--- config.mk ---
export PLATFORM = sky130hd
export DESIGN_NAME = sync_fifo
export DESIGN_NICKNAME = d
export VERILOG_FILES = /design/src/rtl/fifo_pkg.sv /design/src/rtl/sync_fifo_mem.sv /design/src/rtl/sync_fifo.sv
export SDC_FILE = /design/constraint.sdc
export NUM_CORES = 1
export LEC_CHECK = 0
export ABC_AREA = 0
export CAP_MARGIN = 40
export CORE_MARGIN = 2
export CORE_UTILIZATION = 30
export DETAILED_ROUTE_END_ITERATION = 12
export PLACE_DENSITY = 0.55
export RECOVER_POWER = 50
export SLEW_MARGIN = 20
export SYNTH_ARGS = -nofsm -noshare
export SYNTH_HDL_FRONTEND = slang
export SYNTH_HIERARCHICAL = 1
export SYNTH_SLANG_ARGS = --single-unit
--- constraint.sdc ---
create_clock -name clk -period 2.97 [get_ports clk]
set_input_delay 0.594 -clock clk [delete_from_list [all_inputs] [get_ports clk]]
set_output_delay 0.594 -clock clk [all_outputs]
set_load 0.02 [all_outputs]
--- src/rtl/fifo_pkg.sv ---
// Shared FIFO definitions: default widths and pointer compare helpers
// that work for any pointer width, so other FIFO variants can reuse them.
package fifo_pkg;

  localparam int DEFAULT_DATA_WIDTH = 8;
  localparam int DEFAULT_ADDR_WIDTH = 4;

  // Pointers are ADDR_WIDTH+1 bits wide; the extra MSB is a wrap bit that
  // distinguishes a full FIFO from an empty one when the address bits match.
  // Callers zero-extend their pointers to 32 bits and pass the address width.
  function automatic logic ptr_full(input logic [31:0] wp,
                                    input logic [31:0] rp,
                                    input int          aw);
    logic [31:0] ptr_mask;
    logic [31:0] wrap_bit;
    ptr_mask = (32'd1 << (aw + 1)) - 32'd1;
    wrap_bit = 32'd1 << aw;
    return ((wp ^ rp) & ptr_mask) == wrap_bit;
  endfunction

  function automatic logic ptr_empty(input logic [31:0] wp,
                                     input logic [31:0] rp,
                                     input int          aw);
    logic [31:0] ptr_mask;
    ptr_mask = (32'd1 << (aw + 1)) - 32'd1;
    return ((wp ^ rp) & ptr_mask) == 32'd0;
  endfunction

endpackage

--- src/rtl/sync_fifo_mem.sv ---
// Simple dual-port storage for sync_fifo: one write port and one read
// port with a registered output. Only the output register is reset;
// the array itself keeps whatever it held.
module sync_fifo_mem
  import fifo_pkg::*;
#(
  parameter int DATA_WIDTH = DEFAULT_DATA_WIDTH,
  parameter int ADDR_WIDTH = DEFAULT_ADDR_WIDTH
) (
  input  logic                  clk,
  input  logic                  rst_n,
  input  logic                  we,
  input  logic [ADDR_WIDTH-1:0] waddr,
  input  logic [DATA_WIDTH-1:0] wdata,
  input  logic                  re,
  input  logic [ADDR_WIDTH-1:0] raddr,
  output logic [DATA_WIDTH-1:0] rdata
);

`ifdef VENDORRAM

  vendor_dpram_macro #(
    .DATA_WIDTH(DATA_WIDTH),
    .ADDR_WIDTH(ADDR_WIDTH)
  ) u_vendor_ram (
    .clk   (clk),
    .rst_n (rst_n),
    .we    (we),
    .waddr (waddr),
    .wdata (wdata),
    .re    (re),
    .raddr (raddr),
    .rdata (rdata)
  );

`else

  localparam int DEPTH = 2 ** ADDR_WIDTH;

  logic [DATA_WIDTH-1:0] mem [DEPTH];

  // Write port: store the word whenever the top level accepts a write.
  always_ff @(posedge clk) begin
    if (we) begin
      mem[waddr] <= wdata;
    end
  end

  // Read port: register the addressed word on a read, otherwise hold.
  always_ff @(posedge clk) begin
    if (!rst_n) begin
      rdata <= '0;
    end else if (re) begin
      rdata <= mem[raddr];
    end
  end

`endif

endmodule

--- src/rtl/sync_fifo.sv ---
// Single-clock FIFO: pointer bookkeeping, status flags and error pulses
// around the sync_fifo_mem storage array.
module sync_fifo
  import fifo_pkg::*;
#(
  parameter int DATA_WIDTH      = DEFAULT_DATA_WIDTH,
  parameter int ADDR_WIDTH      = DEFAULT_ADDR_WIDTH,
  parameter int ALMOST_FULL_TH  = 12,
  parameter int ALMOST_EMPTY_TH = 2
) (
  input  logic                  clk,
  input  logic                  rst_n,
  input  logic                  wr_en,
  input  logic [DATA_WIDTH-1:0] wr_data,
  input  logic                  rd_en,
  output logic [DATA_WIDTH-1:0] rd_data,
  output logic                  rd_valid,
  output logic                  full,
  output logic                  empty,
  output logic                  almost_full,
  output logic                  almost_empty,
  output logic [ADDR_WIDTH:0]   count,
  output logic                  overflow,
  output logic                  underflow
);

  localparam logic [ADDR_WIDTH:0] AF_TH = ALMOST_FULL_TH[ADDR_WIDTH:0];
  localparam logic [ADDR_WIDTH:0] AE_TH = ALMOST_EMPTY_TH[ADDR_WIDTH:0];

  logic [ADDR_WIDTH:0] wr_ptr;
  logic [ADDR_WIDTH:0] rd_ptr;
  logic                wr_acc;
  logic                rd_acc;

  // Flags come only from the registered pointers, so a same-cycle read
  // never frees room for a write and a same-cycle write never feeds a read.
  always_comb begin
    count        = wr_ptr - rd_ptr;
    full         = ptr_full(32'(wr_ptr), 32'(rd_ptr), ADDR_WIDTH);
    empty        = ptr_empty(32'(wr_ptr), 32'(rd_ptr), ADDR_WIDTH);
    almost_full  = (count >= AF_TH);
    almost_empty = (count <= AE_TH);
    wr_acc       = wr_en && !full;
    rd_acc       = rd_en && !empty;
  end

  // Advance pointers on accepted requests and raise one-cycle status pulses;
  // pointers wrap naturally through their wrap bit.
  always_ff @(posedge clk) begin
    if (!rst_n) begin
      wr_ptr    <= '0;
      rd_ptr    <= '0;
      rd_valid  <= 1'b0;
      overflow  <= 1'b0;
      underflow <= 1'b0;
    end else begin
      if (wr_acc) begin
        wr_ptr <= wr_ptr + 1'b1;
      end
      if (rd_acc) begin
        rd_ptr <= rd_ptr + 1'b1;
      end
      rd_valid  <= rd_acc;
      overflow  <= wr_en && full;
      underflow <= rd_en && empty;
    end
  end

  sync_fifo_mem #(
    .DATA_WIDTH(DATA_WIDTH),
    .ADDR_WIDTH(ADDR_WIDTH)
  ) u_mem (
    .clk   (clk),
    .rst_n (rst_n),
    .we    (wr_acc),
    .waddr (wr_ptr[ADDR_WIDTH-1:0]),
    .wdata (wr_data),
    .re    (rd_acc),
    .raddr (rd_ptr[ADDR_WIDTH-1:0]),
    .rdata (rd_data)
  );

endmodule

==> flow_metrics.tcl <==
set metrics [dict create \
    status "finished, final reports clean" \
    nNetsFinal 484 \
    grt_overflow 0 \
    drt_iter0_drc 187 \
    netlist_top_cells_area "edfxtp_1 63%, mux2i_1 11%, dfxtp_1 6.9%" \
    initial_core_util_pct 30.4 \
    cts.sinks 149 \
    gp_congestion 0.769 \
    cts_root_buffer "clkbuf_16" \
    synth-simple-area-share_pct 7.64 \
    grt_max_degree 38 \
    final_util_pct 36.9 \
    power.leakage_nw 2.47 \
    syn_to_final_growth_pct 21.6 \
    peakVddDrop_mv 0.496 \
    grtUsageTotal_pct 12.3 \
    syn_inst 400 \
    ioPinCount 32 \
    clkSlewWorstSetupHoldPaths_ns 0.06 \
    avgRoutedWirePerCell_um 16.7 \
    end_kind "output pin" \
    dp_slack_ns 0.0233 \
    slew_headroom_pct 47.3 \
    whs_ns 0.463 \
    power_density_nw_per_um2 682 \
    rsz0062_at_grt "no" \
    synthAdderAreaFrac_pct 1.56 \
    critPathMaxFanout 3 \
    hold_viol 0 \
    postRouteAntennaNets 0 \
    vias 3385 \
    syn_avg_cell_area_um2 15.3 \
    synth_edf_count 128 \
    setup_ws_ns 0.166 \
    r2r_setup_slack_ns 0.26 \
    critPathLaunch "wr_ptr[0]" \
    diodes 0 \
    placed_cells 712 \
    finalCriticalPeriod_ns 2.80 \
    startpoint_type "register" \
    setup_viol 0 \
    cts_tree "yes" \
    min_from "u_mem/rdata[5]" \
    rr_worst_depth 9 \
    place_hpwl_um 8360 \
    max_freq_ghz 0.357 \
    synthFlopType "edfxtp_1" \
    max_cap_violations 0 \
    fill_cells 1893 \
    drive_above_1_share_pct 14.2 \
    io_buffers 31 \
    htreeDepth 4 \
    min_period_over_period_pct 94.4 \
    synth-xor-area-share_pct 1.41 \
    r2r_start "rd_ptr[3]" \
    arrival_ns 2.21 \
    antenna_found_initial 0 \
    hold_path.class "register to register" \
    cp_data_required_time_ns 2.38 \
    rows 52 \
    crit_type "register to output pin" \
    synth-compound-area-share_pct 5.69 \
    hold_end "u_mem/rdata[5]" \
    ys_types 40 \
    synth_area_um2 6110 \
    ys_warn_count 6 \
    final_max_slew_viol_count 0 \
    die_y_um 147 \
    synth.area.mux_share_pct 10.8 \
    skew_ns 0.0180 \
    cts_buffers 17 \
    synth.largest_area_cell "edfxtp_1" \
    wirelength_um 12500 \
    r2r_end "u_mem/mem[10][6]" \
    clock_path_buffers 2 \
    async_flop_share_pct 0 \
    ys_seq_elements 149 \
    ys_seq_area_share_pct 69.8 \
    cts_hold_buf 0 \
    grt_pass1_vias 3507 \
    core_area_um2 20100 \
    grt_pass1_wl_um 19900 \
    viasPerCell 4.53 \
    synth_top_family_by_area "multiplexers" \
    firstDrtPassIters 4 \
    tns_ns 0 \
    clock_latency_ns 0.42 \
    synth_top_area_share_pct 62.9 \
    synth_nets 419 \
    worst_slew_pin_slew_ns 0.791 \
    drcViolationCount 0 \
    die_area_um2 21500 \
    holdPathStages 2 \
    fin_cells 748 \
    die-width_um 147 \
]
## stage by stage
stage                     power, mW  instance area [um^2]
final                          5.07                  7430
after detailed placement       3.07                  6830
after global placement         3.06                  6760
after CTS                      5.14                  7410
after floorplan                2.75                  6110
after global routing           5.26                  7430
## critical path, stage by stage (launching register included)
cell	delay [ns]
dfxtp_1	0.33
inv_1	0.04
ha_1	0.21
fa_2	0.34
nand2b_1	0.16
a21oi_2	0.18
xnor2_2	0.10
a2111oi_2	0.21
buf_2	0.22
## synthesized netlist by cell type, types with 4 or more instances
master / instances
edfxtp_1: 128
mux2i_1: 66
nand3_1: 28
a22oi_1: 24
dfxtp_1: 21
nand2_1: 21
nor2_1: 16
a21oi_1: 10
inv_1: 9
xnor2_1: 7
and2_1: 6
ha_1: 6
nor2b_1: 5
buf_2: 4
nand2b_1: 4
nor3_1: 4
o21ai_0: 4
## flip-flops by register name, indices dropped and copies added, names as in the netlist
signal	cells
rd_ptr	5
overflow	1
underflow	1
rd_valid	1
u_mem/rdata	8
u_mem/mem	128
wr_ptr	5
## cell families (layout without fill, tap and decap cells)
logic type                 count (synthesis)  after routing
AOI/OAI and AO/OA                         49             49
xor gates and xnor gates                   9              9
adders and majority gates                  7              7
buffers and inverters                     25            103
DFF                                      149            149
muxes                                     66             66
and+or+nand+nor                           95             95
## area by class of cell
type                            instances  area [um^2]  share of cell area [%]
Multi-Input combinational cell        226         1670                    22.4
Timing Repair Buffer                   62          551                    7.41
Clock buffer                           23          468                    6.30
Inverter                                9         33.8                   0.455
Tap cell                              270          338                    4.55
Sequential cell                       149         4270                    57.5
Clock inverter                          9          103                    1.38
## worst max path at each step
stage,endpoint,slack [ns],cells after the start
2_1_floorplan,almost_empty,0.13,7
4_1_cts,almost_empty,0.01,8
5_1_grt,almost_empty,0.01,8
3_3_place_gp,almost_empty,0.07,8
3_5_place_dp,almost_empty,0.02,8
6_report,almost_empty,0.17,8
## cell usage in the layout, fill, tap and decap left out, types with 3 or more instances in the layout
cell / count
ha_1: 6
dlygate4sd2_1: 3
a22oi_1: 24
clkinv_2: 3
nand3_1: 28
o21ai_0: 4
xnor2_1: 6
nand2_1: 21
nor3_1: 4
or3_1: 3
dlygate4sd3_1: 17
buf_4: 27
nor2b_1: 5
clkbuf_16: 17
and2_1: 5
nor2_1: 16
clkbuf_1: 6
o211ai_1: 3
clkdlybuf4s50_1: 7
mux2i_1: 66
a21oi_1: 9
nand2b_1: 4
inv_1: 9
dfxtp_1: 20
edfxtp_1: 128
## layer usage
layer / vias to the layer above / part of all wire [%] / routed length [um] / track usage (%)
li1: 1656 / - / - / -
met1: 1664 / 45 / 5650 / 15.5
met2: 63 / 50 / 6260 / 20.6
met3: 2 / 4.1 / 510 / 3.20
met4: 0 / 0.59 / 74 / 4.27
met5: - / 0 / 0 / 0
## what timing repair did
item	CTS	global route
setup buffers	2	0
pin swaps	1	2
resized for setup	10	7
hold endpoints to repair	0	0
setup endpoints to repair	7	5
## power breakdown
part / switching (mW) / leakage [nW] / total (mW) / internal, mW
Combinational: 0.395 / 0.865 / 0.648 / 0.253
Sequential: 0.0238 / 1.33 / 2.35 / 2.33
Clock: 0.789 / 0.275 / 2.07 / 1.28
Total: 1.21 / 2.47 / 5.07 / 3.86
No activity file was read; power rests on OpenSTA's default activity.
